--- src/rtl/mode_select_ctrl.sv ---
// Pushbutton front end for the 4-mode clock divider: sync, debounce, press detect, mode step.
// Define MODE_WRAP_EN to make mode wrap at 3/0; otherwise it saturates.
module mode_select_ctrl #(
  parameter int unsigned DEBOUNCE_CYCLES = 50000,
  parameter logic [1:0]  RESET_MODE      = 2'd0
) (
  input  logic       clk,
  input  logic       rst_n,
  input  logic       btn_up,
  input  logic       btn_dn,
  output logic [1:0] mode,
  output logic       mode_changed,
  output logic       up_level,
  output logic       dn_level
);

  localparam int unsigned CntW = (DEBOUNCE_CYCLES > 1) ? $clog2(DEBOUNCE_CYCLES) : 1;
  localparam logic [CntW-1:0] CntMax = CntW'(DEBOUNCE_CYCLES - 1);

  // Bit 0 is the UP button, bit 1 the DOWN button throughout.
  logic [1:0]           raw;
  logic [1:0]           sync1_q, sync2_q;
  logic [1:0]           level_q, level_d;
  logic [1:0]           hist_q;
  logic [1:0][CntW-1:0] cnt_q, cnt_d;
  logic [1:0]           press;
  logic [1:0]           mode_q, mode_d;
  logic                 changed_q, changed_d;

  assign raw = {btn_dn, btn_up};

  always_comb begin
    level_d = level_q;
    cnt_d   = '0;
    for (int i = 0; i < 2; i++) begin
      if (sync2_q[i] != level_q[i]) begin
        if (cnt_q[i] == CntMax) begin
          level_d[i] = sync2_q[i];
        end else begin
          cnt_d[i] = cnt_q[i] + CntW'(1);
        end
      end
    end
  end

  // Only rising edges of the debounced level count as presses.
  assign press = level_q & ~hist_q;

  always_comb begin
    mode_d = mode_q;
    case (press)
      2'b01: begin
`ifdef MODE_WRAP_EN
        mode_d = mode_q + 2'd1;
`else
        if (mode_q != 2'd3) mode_d = mode_q + 2'd1;
`endif
      end
      2'b10: begin
`ifdef MODE_WRAP_EN
        mode_d = mode_q - 2'd1;
`else
        if (mode_q != 2'd0) mode_d = mode_q - 2'd1;
`endif
      end
      default: mode_d = mode_q;
    endcase
    changed_d = (mode_d != mode_q);
  end

  always_ff @(posedge clk or negedge rst_n) begin
    if (!rst_n) begin
      sync1_q   <= '0;
      sync2_q   <= '0;
      level_q   <= '0;
      hist_q    <= '0;
      cnt_q     <= '0;
      mode_q    <= RESET_MODE;
      changed_q <= 1'b0;
    end else begin
      sync1_q   <= raw;
      sync2_q   <= sync1_q;
      level_q   <= level_d;
      hist_q    <= level_q;
      cnt_q     <= cnt_d;
      mode_q    <= mode_d;
      changed_q <= changed_d;
    end
  end

  assign mode         = mode_q;
  assign mode_changed = changed_q;
  assign up_level     = level_q[0];
  assign dn_level     = level_q[1];

endmodule

--- config.mk ---
export PLATFORM = sky130hd
export DESIGN_NAME = mode_select_ctrl
export DESIGN_NICKNAME = d
export VERILOG_FILES = /design/src/rtl/mode_select_ctrl.sv
export SDC_FILE = /design/constraint.sdc
export NUM_CORES = 1
export LEC_CHECK = 0
export CORE_MARGIN = 2
export CORE_UTILIZATION = 57
export DETAILED_ROUTE_END_ITERATION = 10
export DONT_BUFFER_PORTS = 1
export PLACE_DENSITY = 0.72
export RECOVER_POWER = 50
export SYNTH_ARGS = -nofsm -noshare
export SYNTH_HDL_FRONTEND = slang
export SYNTH_SLANG_ARGS = --single-unit
--- constraint.sdc ---
create_clock -name clk -period 2.6 [get_ports clk]
set_input_delay 0.39 -clock clk [delete_from_list [all_inputs] [get_ports clk]]
set_output_delay 0.39 -clock clk [all_outputs]
set_load 0.05 [all_outputs]
**Word level (Yosys, flattened, before mapping)**

Cells that the tools add are included.

- $add $sub $neg: 4
- Multiply operators: 0
- Div/mod/pow operators: 0
- Magnitude comparators: 0
- Eq/ne operators: 8
- Shift operators: 0
- Multiplexer cells: 7
- Bitwise gates (word level): 2
- Reduce and logical (&&, ||, !) cells: 3

Operators by type and width:

| cell | count |
|---|---|
| 16-bit 2-to-1 mux | 4 |
| 16-bit by 1-bit adder with 16-bit output, second input constant | 2 |
| 16-bit equality test, second input constant | 2 |
| 2-bit 2-to-1 mux | 2 |
| 2-bit one-hot mux with 2 select lines | 1 |
| 2-bit AND reduction | 2 |
| 2-bit by 1-bit adder with 2-bit output, second input constant | 1 |
| 2-bit bitwise AND | 1 |
| 2-bit by 1-bit equality test with 1-bit output, second input constant | 1 |
| 2-bit equality test, second input constant | 1 |
| 1-bit inequality test | 2 |
| 2-bit inequality test | 1 |
| 2-bit inequality test, second input constant | 1 |
| 2-bit NOT | 1 |
| 2-bit nonzero test | 1 |
| 2-bit by 1-bit subtractor with 2-bit output, second input constant | 1 |

- Register bits after elaboration: 43
- Bits in latches: 0
- RAM bits: 0
- Memory bits (read-only): 0
- Input bits: 4
- Output and inout bits: 5
- Logic and storage cells: 33
- Memories kept: 0

**Longest topological paths before layout**

Gate-level depths: netlist (run 1).

- Depth after elaboration: 5
- Depth in mapped cells: 7
- Depth with buffers taken out: 7

**Worst setup path after synthesis (run 1)**

OpenSTA, ideal clock, no wires.

- Kind: reg-to-reg
- Start point: register cnt_q[10] in the netlist's numbering
- End point: register cnt_q[10] in the netlist's numbering
- Library setup time: 119 ps
- Arrival time: 1534 ps
- Required time: 2481 ps
- Setup slack: 948 ps
- Cell stages (with the launch flop): 5
- Buffers on the path: 1
- Clock period less this slack: 1652 ps
- Cells stage by stage: dfrtp_1 > or3_1 > o41ai_4 > buf_6 > nor2_1

RTL lines:

| item | RTL line | RTL |
|---|---|---|
| start, declared | 25 | `logic [1:0][CntW-1:0] cnt_q, cnt_d;` |
| start signal, assigned | 85 | `cnt_q <= cnt_d;` |

**Final worst setup path (run 1)**

- Start point: register level_q[0]
- End point: register mode_q[0] (netlist: mode[0])

- Word-level cells in the longest chain between the ends: 3
- Elaborated cells on any way between the ends: 4
- Classes of those cells: eq/ne: 2; mux: 1; bitwise: 1

RTL lines:

| item | RTL line | RTL |
|---|---|---|
| start, declared | 23 | `logic [1:0] level_q, level_d;` |
| start signal, assigned | 83 | `level_q <= level_d;` |
| 2-bit bitwise AND * | 47 | `assign press = level_q & ~hist_q;` |
| 2-bit equality test or 2-bit by 1-bit equality test with 1-bit output (tied branches) | 51 | `case (press)` |
| 2-bit one-hot mux with 2 select lines * | 51 |  |
| named net mode_d[0] | 27 | `logic [1:0] mode_q, mode_d;` |
| end signal, assigned | 86 | `mode_q <= mode_d;` |
| end, declared | 27 |  |

Mark *: on every way through the listed nets, which the timed path passes. The rest lies on a longest branch.
A chain may end at the register's enable or synchronous reset.

==> results of run 1 <==
[power breakdown]
part	total, W	switching [W]	internal (W)
logic	0.0000381	0.0000266	0.0000115
clock network	0.000398	0.000200	0.000198
registers	0.000688	0.00000917	0.000679
[cells by family after synthesis]
| family | count (synthesis) | synth area share |
|---|---|---|
| and+or+nand+nor | 95 | 0.238 |
| adders and majority gates | 4 | 0.0250 |
| xor gates and xnor gates | 30 | 0.131 |
| muxes | 2 | 0.0113 |
| AOI/OAI and AO/OA | 7 | 0.0313 |
| DFF | 43 | 0.538 |
| buffers and inverters | 11 | 0.0250 |
[critical path, cell delays in order (launching register included)]
cell and delay [ps]:
dfrtp_1 620, nand2b_1 200, inv_1 60, ha_1 240, and2_1 180, o21ai_0 190, o31ai_1 120
[flip-flops by register name (all words and copies together), names as in the netlist]
name	cells
cnt_q	32
hist_q	2
level_q	2
mode	2
sync1_q	2
sync2_q	2
mode_changed	1
[placed cells by master (no fill, tap or decap), types with 5 or more instances in the layout]
cell type  Yosys  final
dfrtp_1       43     43
nor2_1        35     35
xnor2_1       24     24
nand3_1       12     12
nand2_1       10     10
nor4_1         9      9
inv_1          9      9
nor3_1         9      9
nand4_1        8      8
xor2_1         6      6
clkbuf_4       0      5
[final timing paths]
check / to / slack [ps] / cells after the start
worst max-delay path: mode[0] / 860 / 6
worst min-delay path: sync1_q[1] / 70 / 0
worst max register to register: mode[0] / 860 / 6
worst min register to register: sync2_q[0] / 360 / 0
max in group asynchronous: cnt_q[21] / 1250 / 2
min in group asynchronous: cnt_q[5] / 730 / 2
[cell type report]
class,instances,share of cell area
clock inverters,1,0.0141
flip-flops and latches,43,0.504
multi-input cells,138,0.409
well taps,46,0.0270
repair buffers,3,0.0106
inverters,9,0.0158
clock buffers,6,0.0193
[through the flow]
stage	area [um2]	std cells	setup WS (ps)
2_1_floorplan	2000	192	948
3_5_place_dp	2050	237	881
5_1_grt	2130	246	664
6_report	2130	246	856
4_1_cts	2150	246	862
3_3_place_gp	2050	237	939
[routing by layer]
metal | wire [um] | vias to the layer above | track usage
met2 | 1710 | 17 | 0.330
met4 | 57 | 0 | 0.0815
li1 | - | 675 | -
met3 | 107 | 6 | 0.0536
met1 | 1430 | 629 | 0.234
met5 | 0 | - | 0
[timing repair]
| action | 4_1_cts | 5_1_grt |
|---|---|---|
| hold endpoints to repair | 43 | 0 |
| gates resized for setup | 0 | 0 |
| hold buffers | 2 | 0 |
==> flow_metrics.py, run 1 <==
metrics = {
    "routing": {
        "drc": 0,
        "initialDrtViolationCount": 82,
        "vias": 1327,
        "wirelength_um": 3300,
        "firstDrtPassIters": 4,
        "wl_per_cell_um": 13.4,
        "routed_via_density": 5.39,
        "antenna_left": 0,
    },
    "global_routing": {
        "gr-total-overflow": 0,
        "grt_pass1_wl_um": 6040,
        "antenna_found_initial": 0,
        "grt_start_max_net_pins": 44,
        "grt_pass1_vias": 1353,
        "grt_use_total": 0.195,
    },
    "final_layout": {
        "drive_gt1_frac": 0.0600,
        "fillers": 303,
        "regArea_um2": 1080,
        "finalNetCount": 208,
        "multiInputGateArea_um2": 873,
        "syn_to_final_growth_pct": 6.76,
        "diodes": 0,
        "fin_util": 0.635,
    },
    "synth": {
        "synth_common_cells": "dfrtp_1 (43), nor2_1 (35), xnor2_1 (24)",
        "synthDistinctLibCells": 27,
        "synthFlopType": "dfrtp_1",
        "synth_seq_cells": 43,
        "synth.area.top_cells": "dfrtp_1 (54%), xnor2_1 (11%), nor2_1 (6.6%)",
        "synth_top_area_share": 0.538,
        "syn_nets": 200,
        "synth-edff-count": 0,
        "syn_area_um2": 2000,
        "yosysMostFrequentCell": "dfrtp_1",
        "yosysWarningCount": 0,
        "yosys.area.top_type": "dfrtp_1",
        "syn_inst": 192,
        "synth-async-reset-ratio": 1.00,
        "seq_area_frac_synth": 0.538,
        "syn_area_per_cell_um2": 10.4,
    },
    "place": {
        "port_buffers": 0,
        "place_hpwl_um": 2240,
        "gp_congestion": 0.939,
    },
    "clocking": {
        "htreeDepth": 2,
        "path_clk_slew_ps": 120,
        "root_buffer": "clkbuf_4",
        "cts-buffers-inserted": 5,
        "clk_latency_ps": 350,
        "tritoncts": "done",
        "clock-sinks": 43,
        "cts_setup_buffers": 0,
        "cts.path.max_buffers": 2,
    },
    "timing": {
        "finalCritPeriodShare": 0.671,
        "skew_ps": 12.1,
        "rsz0062_at_grt": "no",
        "slew_headroom": 0.342,
        "min_period_ps": 1740,
        "setup_viol": 0,
        "fmax_mhz": 573,
        "slew_violations": 0,
        "tns_ps": 0,
        "finalHoldViolCount": 0,
        "worst_pin_slew_ps": 987,
        "hold_ws_ps": 67.4,
    },
    "worst_setup_path": {
        "r2r-start": "level_q[0]",
        "critical_path.startpoint": "level_q[0]",
        "critPathKind": "flip-flop to flip-flop",
        "critPathCaptureType": "flip-flop",
        "start_kind": "flip-flop",
        "required_ps": 2810,
        "arrival_ps": 1960,
        "crit_path_max_fanout": 5,
    },
    "power": {
        "vdd_drop_max_v": 0.000334,
        "finalPower_w": 0.00112,
        "leakagePower_nw": 0.890,
        "p_per_area_nw_per_um2": 527,
    },
    "status": {
        "status": "finished clean",
    },
    "job": {
        "drv_cap": 0,
    },
    "die": {
        "initial_utilization": 0.594,
        "fp-row-count": 21,
        "dieWidth_um": 63.2,
        "dieArea_um2": 4000,
        "core_area_um2": 3360,
        "die_h_um": 63.2,
        "pin_count": 9,
    },
    "worst_hold_path": {
        "hold_path_class": "input pin to flip-flop",
        "holdCritStartpoint": "btn_dn",
    },
}
Note: power is estimated with default switching activity, not from simulation.
==> run 2: changes to the inputs <==
- CORE_UTILIZATION: 57 -> 56
- PLACE_DENSITY: 0.72 -> 0.74
- clock period: 2.6 -> 1.4 ns (I/O delays scaled with it)
==> run 2 against run 1 <==
Effect of this change: critical path depth decreased by 2; via count increased by 29%; largest cell class is now multi-input combinational cells; core utilization up 22 points; first-iteration DRC count is 63% higher; the flow now finishes with violations (setup timing); design area increased by 36%; maximum frequency grew 0.76%; clock power increased by 97%.
==> flow_metrics.py, run 2 (same netlist as run 1, synthesis figures left out) <==
metrics = {
    "worst_setup_path": {
        "critPathCapture": "level_q[1]",
        "r2r-start": "cnt_q[26]",
        "start_kind": "flip-flop",
        "required_ps": 1660,
        "critical_path.startpoint": "cnt_q[26]",
        "crit_path_max_fanout": 3,
        "r2r_cells": 4,
        "r2r_slack_ps": -330,
        "r2r_end": "level_q[1]",
        "critPathCaptureType": "flip-flop",
        "critPathKind": "flip-flop to flip-flop",
        "arrival_ps": 1990,
    },
    "power": {
        "p_per_area_nw_per_um2": 762,
        "vdd_drop_max_v": 0.000806,
        "leakagePower_nw": 1.27,
    },
    "clocking": {
        "path_clk_slew_ps": 130,
        "tritoncts": "done",
        "htreeDepth": 2,
        "clock-sinks": 43,
        "clk_latency_ps": 360,
        "cts-buffers-inserted": 5,
        "cts.path.max_buffers": 2,
        "root_buffer": "clkbuf_4",
    },
    "status": {
        "status": "finished with violations",
        "failed_checks": "setup timing",
    },
    "timing": {
        "slew_headroom": 0.383,
        "worst_slack_ps": -331,
        "setup_viol": 34,
        "min_period_ps": 1730,
        "slew_violations": 0,
        "worst_pin_slew_ps": 925,
        "rsz0062_at_grt": "yes",
        "finalCritPeriodShare": 1.24,
        "finalHoldViolCount": 0,
        "hold_ws_ps": 366,
        "fmax_mhz": 578,
        "skew_ps": 9.26,
    },
    "die": {
        "pin_count": 9,
        "dieArea_um2": 4060,
        "core_area_um2": 3390,
        "initial_utilization": 0.590,
        "fp-row-count": 21,
        "dieWidth_um": 63.8,
        "die_h_um": 63.8,
    },
    "routing": {
        "firstDrtPassIters": 4,
        "drc": 0,
        "vias": 1707,
        "initialDrtViolationCount": 134,
        "wl_per_cell_um": 18.0,
        "antenna_left": 0,
        "routed_via_density": 5.73,
        "wirelength_um": 5370,
    },
    "global_routing": {
        "grt_pass1_vias": 1751,
        "grt_use_total": 0.247,
        "antenna_found_initial": 0,
        "grt_pass1_wl_um": 7800,
        "grt_start_max_net_pins": 44,
        "gr-total-overflow": 0,
    },
    "final_layout": {
        "finalNetCount": 260,
        "syn_to_final_growth_pct": 45.6,
        "fin_util": 0.859,
        "drive_gt1_frac": 0.448,
        "largest_reg_flops": 32,
        "layout_common_cells": "buf_4 (42), dfrtp_1 (40), xnor2_1 (21)",
        "fillers": 165,
        "final_common_cell": "buf_4",
        "regMostFlops": "cnt_q",
        "diodes": 0,
    },
    "place": {
        "place_hpwl_um": 2740,
        "gp_congestion": 0.916,
        "port_buffers": 0,
    },
    "worst_hold_path": {
        "hold_path_class": "flip-flop to flip-flop",
    },
    "job": {
        "drv_cap": 0,
    },
}
[run 2: changes by cell type in the layout (fill, tap and decap cells not counted), sizes merged]
cell,delta
buf,+50
clkbuf,-2
clkinvlp,+1
dlygate4sd3,+2
nand2,+1
[run 2: worst max-delay path: stages, from the launching register on]
cell	delay [ps]
dfrtp_1	440
nor4bb_2	430
nand4_1	260
buf_6	210
mux2_4	280
[run 2: metrics by stage]
stage	total power, W	instance area [um2]	setup TNS (ps)	setup slack (ps)	instances
2_1_floorplan	0.00134	2010	-2940	-219	192
3_3_place_gp	0.00137	2320	-4020	-219	272
3_5_place_dp	0.00137	2320	-5720	-266	272
4_1_cts	0.00219	2590	-2920	-166	290
5_1_grt	0.00229	2910	-8110	-319	298
6_report	0.00222	2910	-7380	-331	298
[run 2: per-layer routing]
metal	track usage	wire, um	up-vias	part of all wire
met1	0.273	2060	855	0.38
met5	0	0	-	0
met4	0.120	189	0	0.035
met3	0.0599	224	17	0.042
met2	0.443	2900	58	0.54
li1	-	-	777	-
[run 2: power by group]
group	switching, W	internal (W)
Sequential	0.0000187	0.00126
Combinational	0.0000846	0.0000707
Clock	0.000417	0.000366
[run 2: cell type report]
type                    instances  area, um2  area share
clock buffers                   5       37.5      0.0129
clock inverters                 2       37.5      0.0129
inverters                       9       33.8      0.0116
multi-input cells             139       1220       0.421
flip-flops and latches         43       1080       0.371
well taps                      46       57.6      0.0198
repair buffers                 54        440       0.151
[run 2: how the worst min path moves through the flow]
stage                     from            to  slack, ps  cells past startpoint
finish              sync1_q[1]    sync2_q[1]        370                      0
global route        sync1_q[1]    sync2_q[1]        370                      0
CTS                      rst_n  mode_changed        280                      2
detailed placement       rst_n  mode_changed        -80                      0
global placement         rst_n  mode_changed        -80                      0
floorplan                rst_n      cnt_q[0]        -90                      0
[run 2: repair_timing]
action / 4_1_cts / 5_1_grt
hold buffers: 4 / 0
setup buffers: 6 / 10
gates resized for setup: 22 / 55
gates cloned: 1 / 0
endpoints found under the setup margin: 33 / 36
hold endpoints to repair: 45 / 0
pin swaps: 28 / 15
